===== config.mk =====
export PLATFORM = sky130hd
export DESIGN_NAME = lock_code_tx_flat
export DESIGN_NICKNAME = d
export VERILOG_FILES = /design/src/rtl/lock_code_tx_if.sv /design/src/rtl/lock_code_tx.sv /design/src/flat_wrapper.sv
export SDC_FILE = /design/constraint.sdc
export NUM_CORES = 1
export LEC_CHECK = 0
export CORE_MARGIN = 3
export CORE_UTILIZATION = 30
export CTS_BUF_LIST = sky130_fd_sc_hd__clkbuf_8
export CTS_CLUSTER_DIAMETER = 200
export DETAILED_ROUTE_END_ITERATION = 10
export HOLD_SLACK_MARGIN = 0.1
export MAX_ROUTING_LAYER = met4
export PLACE_DENSITY_LB_ADDON = 0.05
export SYNTH_ARGS = -nofsm -noshare
export SYNTH_HDL_FRONTEND = slang
export SYNTH_SLANG_ARGS = --single-unit

===== constraint.sdc =====
create_clock -name clk -period 3.74 [get_ports clk]
set_input_delay 0.561 -clock clk [delete_from_list [all_inputs] [get_ports clk]]
set_output_delay 0.561 -clock clk [all_outputs]
set_load 0.1 [all_outputs]

===== src/rtl/lock_code_tx_if.sv =====
// Handshake bundle between a lock-code requester and the lock_code_tx serialiser.
// The master drives the request and unlock response; the slave is the transmitter.
interface lock_code_tx_if #(
   parameter int CODE_W = 8
);
   localparam int LEN_W = $clog2(CODE_W + 1);

   logic              start;
   logic [CODE_W-1:0] code;
   logic [LEN_W-1:0]  len;
   logic              unlock;
   logic              d;
   logic              busy;
   logic              done;
   logic              success;
   logic              fail;
   logic              reject;

   modport master (
      output start, code, len, unlock,
      input  d, busy, done, success, fail, reject
   );

   modport slave (
      input  start, code, len, unlock,
      output d, busy, done, success, fail, reject
   );
endinterface


===== src/rtl/lock_code_tx.sv =====
// Serial lock-code transmitter: sends a captured code MSB-first, waits for unlock,
// and retries after an idle gap until success or the retry budget is spent.
module lock_code_tx #(
   parameter int CODE_W    = 8,
   parameter int TIMEOUT   = 4,
   parameter int MAX_RETRY = 2,
   parameter int GAP       = 2
) (
   input  logic           clk,
   input  logic           reset,
   lock_code_tx_if.slave  bus
);
   localparam int LEN_W  = $clog2(CODE_W + 1);
   localparam int WAIT_W = (TIMEOUT > 0)   ? $clog2(TIMEOUT + 1)   : 1;
   localparam int GAP_W  = (GAP > 0)       ? $clog2(GAP + 1)       : 1;
   localparam int RTY_W  = (MAX_RETRY > 0) ? $clog2(MAX_RETRY + 1) : 1;

   localparam logic [2:0] S_IDLE = 3'd0;
   localparam logic [2:0] S_SEND = 3'd1;
   localparam logic [2:0] S_WAIT = 3'd2;
   localparam logic [2:0] S_GAP  = 3'd3;
   localparam logic [2:0] S_DONE = 3'd4;

   logic [2:0]        state_q,    state_d;
   logic [CODE_W-1:0] code_q,     code_d;
   logic [LEN_W-1:0]  len_q,      len_d;
   logic [CODE_W-1:0] sh_q,       sh_d;
   logic [LEN_W-1:0]  bit_cnt_q,  bit_cnt_d;
   logic [WAIT_W-1:0] wait_cnt_q, wait_cnt_d;
   logic [GAP_W-1:0]  gap_cnt_q,  gap_cnt_d;
   logic [RTY_W-1:0]  retry_q,    retry_d;
   logic              success_q,  success_d;
   logic              fail_q,     fail_d;
   logic              reject_q,   reject_d;

   function automatic logic len_ok(input logic [LEN_W-1:0] l);
      return (l != '0) && (l <= LEN_W'(CODE_W));
   endfunction

   // Left-justify the code so bit len-1 sits at the shift register MSB.
   function automatic logic [CODE_W-1:0] align(input logic [CODE_W-1:0] c,
                                               input logic [LEN_W-1:0]  l);
      return c << (LEN_W'(CODE_W) - l);
   endfunction

   always_comb begin
      state_d    = state_q;
      code_d     = code_q;
      len_d      = len_q;
      sh_d       = sh_q;
      bit_cnt_d  = bit_cnt_q;
      wait_cnt_d = wait_cnt_q;
      gap_cnt_d  = gap_cnt_q;
      retry_d    = retry_q;
      success_d  = success_q;
      fail_d     = fail_q;
      reject_d   = 1'b0;

      case (state_q)
         S_IDLE: begin
            if (bus.start) begin
               if (len_ok(bus.len)) begin
                  code_d    = bus.code;
                  len_d     = bus.len;
                  sh_d      = align(bus.code, bus.len);
                  bit_cnt_d = bus.len;
                  retry_d   = '0;
                  success_d = 1'b0;
                  fail_d    = 1'b0;
                  state_d   = S_SEND;
               end else begin
                  reject_d = 1'b1;
               end
            end
         end

         S_SEND: begin
            sh_d = sh_q << 1;
            if (bit_cnt_q == LEN_W'(1)) begin
               bit_cnt_d  = '0;
               wait_cnt_d = WAIT_W'(1);
               state_d    = S_WAIT;
            end else begin
               bit_cnt_d = bit_cnt_q - LEN_W'(1);
            end
         end

         // Unlock wins even on the final timeout cycle.
         S_WAIT: begin
            if (bus.unlock) begin
               success_d  = 1'b1;
               wait_cnt_d = '0;
               state_d    = S_DONE;
            end else if (wait_cnt_q == WAIT_W'(TIMEOUT)) begin
               wait_cnt_d = '0;
               if (retry_q < RTY_W'(MAX_RETRY)) begin
                  retry_d   = retry_q + RTY_W'(1);
                  gap_cnt_d = GAP_W'(1);
                  state_d   = S_GAP;
               end else begin
                  fail_d  = 1'b1;
                  state_d = S_DONE;
               end
            end else begin
               wait_cnt_d = wait_cnt_q + WAIT_W'(1);
            end
         end

         S_GAP: begin
            if (gap_cnt_q >= GAP_W'(GAP)) begin
               gap_cnt_d = '0;
               sh_d      = align(code_q, len_q);
               bit_cnt_d = len_q;
               state_d   = S_SEND;
            end else begin
               gap_cnt_d = gap_cnt_q + GAP_W'(1);
            end
         end

         S_DONE: state_d = S_IDLE;

         default: state_d = S_IDLE;
      endcase
   end

   always_ff @(posedge clk) begin
      if (reset) begin
         state_q    <= S_IDLE;
         code_q     <= '0;
         len_q      <= '0;
         sh_q       <= '0;
         bit_cnt_q  <= '0;
         wait_cnt_q <= '0;
         gap_cnt_q  <= '0;
         retry_q    <= '0;
         success_q  <= 1'b0;
         fail_q     <= 1'b0;
         reject_q   <= 1'b0;
      end else begin
         state_q    <= state_d;
         code_q     <= code_d;
         len_q      <= len_d;
         sh_q       <= sh_d;
         bit_cnt_q  <= bit_cnt_d;
         wait_cnt_q <= wait_cnt_d;
         gap_cnt_q  <= gap_cnt_d;
         retry_q    <= retry_d;
         success_q  <= success_d;
         fail_q     <= fail_d;
         reject_q   <= reject_d;
      end
   end

   assign bus.d       = (state_q == S_SEND) & sh_q[CODE_W-1];
   assign bus.busy    = (state_q != S_IDLE);
   assign bus.done    = (state_q == S_DONE);
   assign bus.success = success_q;
   assign bus.fail    = fail_q;
   assign bus.reject  = reject_q;
endmodule


===== src/flat_wrapper.sv =====
// flat-port wrapper written by rule: the top's interface ports become plain ports
module lock_code_tx_flat 
#(
   parameter int CODE_W    = 8,
   parameter int TIMEOUT   = 4,
   parameter int MAX_RETRY = 2,
   parameter int GAP       = 2
)
  (clk, reset, bus_start, bus_code, bus_len, bus_unlock, bus_d, bus_busy, bus_done, bus_success, bus_fail, bus_reject);
  lock_code_tx_if #(.CODE_W(CODE_W)) bus_i ();
  input  logic clk;
  input  logic reset;
  input wire logic [$bits(bus_i.start)-1:0] bus_start;
  input wire logic [$bits(bus_i.code)-1:0] bus_code;
  input wire logic [$bits(bus_i.len)-1:0] bus_len;
  input wire logic [$bits(bus_i.unlock)-1:0] bus_unlock;
  output wire logic [$bits(bus_i.d)-1:0] bus_d;
  output wire logic [$bits(bus_i.busy)-1:0] bus_busy;
  output wire logic [$bits(bus_i.done)-1:0] bus_done;
  output wire logic [$bits(bus_i.success)-1:0] bus_success;
  output wire logic [$bits(bus_i.fail)-1:0] bus_fail;
  output wire logic [$bits(bus_i.reject)-1:0] bus_reject;
  assign bus_i.start = bus_start;
  assign bus_i.code = bus_code;
  assign bus_i.len = bus_len;
  assign bus_i.unlock = bus_unlock;
  assign bus_d = bus_i.d;
  assign bus_busy = bus_i.busy;
  assign bus_done = bus_i.done;
  assign bus_success = bus_i.success;
  assign bus_fail = bus_i.fail;
  assign bus_reject = bus_i.reject;
  lock_code_tx #(.CODE_W(CODE_W), .TIMEOUT(TIMEOUT), .MAX_RETRY(MAX_RETRY), .GAP(GAP)) u_core (.clk(clk), .reset(reset), .bus(bus_i));
endmodule

# Word level (Yosys, flattened, before mapping)
# Index checks and enable logic that the tools add are counted.
# classes
add_sub_neg	6
order_cmp	3
n_eq_ne	16
shifts	2
muxes	41
n_bitwise	3
n_reduce_logical	17
# op_table
cell	count
3-bit 2-to-1 mux	10
8-bit 2-to-1 mux	3
8-bit one-hot mux with 3 select lines	1
2-bit 2-to-1 mux	9
4-bit 2-to-1 mux	4
8-bit by 4-bit left shift with 8-bit output	2
3-bit one-hot mux with 4 select lines	1
4-bit one-hot mux with 3 select lines	1
4-bit AND reduction	3
6-bit AND reduction	2
2-bit by 1-bit != test with 1-bit output (second input constant)	5
2-bit != test (second input constant)	4
2-bit one-hot mux with 2 select lines	2
4-bit subtractor (first input constant)	2
1-bit 2-to-1 mux	7
3-bit by 2-bit equality test with 1-bit output (second input constant)	2
3-bit equality test (second input constant)	2
3-bit one-hot mux with 2 select lines	1
2-bit nonzero test	3
3-bit nonzero test	2
5-bit AND reduction	1
2-bit by 1-bit adder with 2-bit output (second input constant)	2
4-bit by 1-bit equality test with 1-bit output (second input constant)	1
4-bit less-or-equal comparator (second input constant)	1
15 further kinds	17
# totals
regBits	37
input_bits	16
out_inout_bits	6
wordCells	99

# Logic depth before layout (Yosys ltp)
# depth
depth_word	5
depth_mapped	9
mapped_depth_nobuf	7

# Worst setup path after synthesis
# OpenSTA, ideal clock, no wires.
# synth_timing
path_type	reg2out
start	register u_core.state_q[1]
end	output port bus_done
t_arrival_ns	2.734
required_ns	3.179
slack_ns	0.445
stages_incl_launch_ff	4
n_path_buf	2
cell_sequence	dfxtp_1 buf_2 buf_1 nor3_1
# synth_between
elab_chain_len	1
# synth_lines
item	line	source
start: declaration	lock_code_tx.sv:24	logic [2:0] state_q, state_d;
start signal: assignment	lock_code_tx.sv:140	state_q <= state_d;
3-bit equality test	lock_code_tx.sv:156	assign bus.done = (state_q == S_DONE);
end: declaration	flat_wrapper.sv:19	output wire logic [$bits(bus_i.done)-1:0] bus_done;
# Every way passes these cells.

# Final worst setup path
# layout_timing
start	input port bus_len[0]
end	register u_core.sh_q[4]
# layout_between
elab_chain_len	5
elab_cells_between_ends	10
cone_classes	add/sub: 1; order compare: 1; eq/ne: 1; shift: 1; mux: 3; reduce/logical: 3
# layout_lines
item	line	source
start: declaration	flat_wrapper.sv:15	input wire logic [$bits(bus_i.len)-1:0] bus_len;
4-bit subtractor	lock_code_tx.sv:43	return c << (LEN_W'(CODE_W) - l);
8-bit by 4-bit left shift with 8-bit output	lock_code_tx.sv:43	
8-bit 2-to-1 mux	lock_code_tx.sv:62	if (len_ok(bus.len)) begin
8-bit 2-to-1 mux	lock_code_tx.sv:61	if (bus.start) begin
8-bit one-hot mux with 3 select lines	lock_code_tx.sv:59	case (state_q)
end signal: assignment	lock_code_tx.sv:131	sh_q <= '0;
end signal: assignment	lock_code_tx.sv:143	sh_q <= sh_d;
end: declaration	lock_code_tx.sv:27	logic [CODE_W-1:0] sh_q, sh_d;
# Several ways; a longest one is shown, not always the timed one. The select of a mux whose other input is x is not followed.
# A chain may end at the register's enable or synchronous reset.

==> run_results.csv <==
group,metric,value,unit
hold_path,hold_path.startpoint,"u_core.sh_q[2]",
worst_setup_path,reg2reg_to,"u_core.sh_q[6]",
clocking,cts_setup_buffers,0,
cells_and_area,drive_gt1_share,12.9,%
clocking,cts_root_buf,"clkbuf_8",
synth,syn_inst,290,
cells_and_area,final_core_util,35.8,%
cells_and_area,antenna_cells,0,
synth,synth_edf_count,0,
timing,max_freq,363,MHz
drt,vias,2173,
worst_setup_path,r2r_start,"u_core.len_q[0]",
worst_setup_path,arrival,2.93,ns
global_routing,grt_max_degree,25,
global_routing,overflow,0,
floorplan,die_y,97.9,um
pwr,power_density,623,nW/um^2
hold_path,hold_class,"flop to flop",
synth,ys_warn_count,0,
drt,viasPerCell,5.37,
clocking,clk_latency,0.30,ns
drt,firstDrtPassIters,4,
timing,finalWorstSetupSlack,0.983,ns
timing,tns,0,ns
floorplan,die_w,97.9,um
floorplan,dieArea,9580,sq um
outcome,status,"completed",
hold_path,min_to,"u_core.sh_q[2]",
timing,tightest_slew,0.966,ns
pwr,report.power.total,1.78,mW
clocking,ctsLongestPathBuffers,2,
clocking,numCtsBuffers,5,
drt,first_iter_violations,147,
worst_setup_path,worst_setup_path_end_kind,"flop",
worst_setup_path,worstPathRequired,3.92,ns
flow_run,drv_cap,0,
placed_design,dpl-instance-area,2770,sq um
timing,rsz0062_at_grt,"false",
floorplan,pin_count,22,
placed_design,io_buffers,21,
synth,ys.flop_type,"dfxtp_1",
clocking,cts_tree,"done",
synth,synth_seq_area_share,29.3,%
hold_path,hold_depth,2,
timing,setup_viol,0,
timing,min_period,2.76,ns
floorplan,start_util,31.8,%
synth,syn_nets,312,
clocking,cts-resized-gates,0,
placed_design,place_congestion,0.848,
cells_and_area,fin_cells,405,
timing,maxSlewViolCount,0,
worst_setup_path,crit_type,"input port to flop",
global_routing,grt_pass1_wl,11800,um
worst_setup_path,worstSetupStartpointType,"input port",
worst_setup_path,ff2ff_setup_slack,0.99,ns
timing,fin_hold_ws,0.502,ns
timing,period_share,73.7,%
synth,async_reset_ff_share,0,%
cells_and_area,nFillCells,843,
clocking,cts_sinks,37,
synth,synth_top_area_share,29.3,%
timing,fin_skew,0.00716,ns
drt,antenna_left,0,
synth,syn_area,2530,sq um
clocking,htree_levels,2,
pwr,p_leak,1.11,nW
placed_design,placedCellCount,397,
cells_and_area,fin_area,2860,sq um
drt,wl_per_cell,17.1,um
cells_and_area,areaGrowthSynthToFinish,12.8,%
clocking,hold_buffers,0,
drt,drcViolationCount,0,
global_routing,antenna_found_initial,0,
synth,synth_area_leaders,"dfxtp_1 (29%), mux2i_1 (11%), nor2_1 (5.2%), mux4_2 (4.4%), o21ai_0 (3.2%)",
floorplan,rows,32,
synth,synth_seq_cells,37,
pwr,irDropWorstVdd,175,uV
clocking,cts.clk_slew.worst_paths,0.08,ns
worst_setup_path,critPathMaxFanout,12,
timing,max-slew-margin-rel,35.4,%
synth,synth_cell_types,66,
placed_design,dp_hpwl,5240,um
cells_and_area,nets,324,
timing,hold_viol,0,
global_routing,grt_usage,15.6,%
global_routing,grt_pass1_vias,2172,
drt,wirelength,6920,um
worst_setup_path,r2r_cells,7,
synth,avgSynthCellArea,8.73,sq um
floorplan,core-area,7970,sq um
placed_design,pre_cts_slack,0.648,ns
synth,yosys.area.top_type,"dfxtp_1",
-- final cells by class --
type,instances,area [sq um],area share (%)
Clock buffer,5,68.8,2.41
Clock inverter,3,13.8,0.482
Inverter,16,60.1,2.10
Multi-Input combinational cell,219,1630,57.0
Sequential cell,37,741,25.9
Tap cell,102,128,4.47
Timing Repair Buffer,23,218,7.62
-- synth_stat cells (2+ instances only) --
master     n
nand2_1   13
a221oi_1   2
nor4_1     3
nor4b_1    2
or4_1      2
o221a_2    2
a211oi_1   5
a31oi_1    8
a221oi_2   2
inv_1     16
and2_1     4
nand2b_1   3
nand3_1    7
nor2_1    35
a21oi_1   14
nand3b_1   2
nor3b_1    2
a32o_1     2
buf_6      2
or2_2      2
mux4_2     5
o21ai_0   16
nor2b_1    7
buf_2      8
mux2i_1   28
ha_1       6
nor3_2     2
clkbuf_1   4
o31ai_1    3
and3_1     2
dfxtp_1   37
buf_4      3
nor3_1     8
-- per-layer routing --
| metal | share of wire [%] | vias up | wire (um) | track usage, % |
|---|---|---|---|---|
| met5 | 0 | - | 0 | - |
| met4 | 1.7 | 0 | 119 | 4.47 |
| met3 | 3.7 | 9 | 258 | 2.50 |
| met2 | 43 | 52 | 2980 | 22.3 |
| met1 | 51 | 1013 | 3560 | 22.7 |
| li1 | - | 1099 | - | - |
-- placed cells by master (no fill, tap or decap), drive strengths merged, types with 3 or more instances in the layout --
cell / instances
o31ai: 3
nor2: 35
nor2b: 8
and2: 4
inv: 17
dfxtp: 37
a21oi: 14
mux2i: 28
a221oi: 4
mux4: 6
ha: 6
nor4: 3
or2: 3
nor3: 10
o21ai: 16
nand3: 8
nand2: 14
clkbuf: 5
a31oi: 8
buf: 5
nand2b: 3
a211oi: 6
clkdlybuf4s50: 18
-- state kept, by name, indices dropped and copies added, names as in the netlist --
name                flops
u_core.len_q            4
u_core.bus.fail         1
u_core.bus.reject       1
u_core.wait_cnt_q       3
u_core.state_q          3
u_core.code_q           8
u_core.sh_q             8
u_core.bit_cnt_q        4
u_core.bus.success      1
u_core.retry_q          2
u_core.gap_cnt_q        2
-- worst max path at each step --
stage / to / from / slack (ns)
2_1_floorplan: bus_done / u_core.state_q[1] / 0.45
3_3_place_gp: u_core.sh_q[7] / bus_len[0] / 0.61
3_5_place_dp: u_core.sh_q[4] / bus_len[0] / 0.65
4_1_cts: u_core.sh_q[6] / u_core.len_q[0] / 0.95
5_1_grt: u_core.sh_q[4] / bus_len[0] / 0.67
6_report: u_core.sh_q[4] / bus_len[0] / 0.98
-- critical path, stage by stage --
cell and delay (ns):
clkdlybuf4s50_1 0.48, inv_1 0.10, ha_1 0.26, nor2b_2 0.18
xnor2_2 0.40, a32oi_2 0.38, a2111oi_0 0.48, nor2_1 0.09
-- power by group --
part           internal (mW)  total [mW]  switching, mW
combinational          0.336       0.902          0.566
sequential             0.485       0.597          0.112
clock                  0.127       0.280          0.153
total                  0.948        1.78          0.832
-- cell families (layout without fill, tap and decap cells) --
| kind of cell | after synthesis | count (layout) | synth area share, % |
|---|---|---|---|
| compound gates | 72 | 72 | 20.9 |
| xor+xnor | 3 | 3 | 1.63 |
| fa+ha+maj | 6 | 6 | 2.97 |
| buf+inv | 34 | 47 | 6.48 |
| flops | 37 | 37 | 29.3 |
| mux | 35 | 35 | 17.0 |
| simple gates | 103 | 103 | 21.8 |
Note: power is estimated with default switching activity, not from simulation.
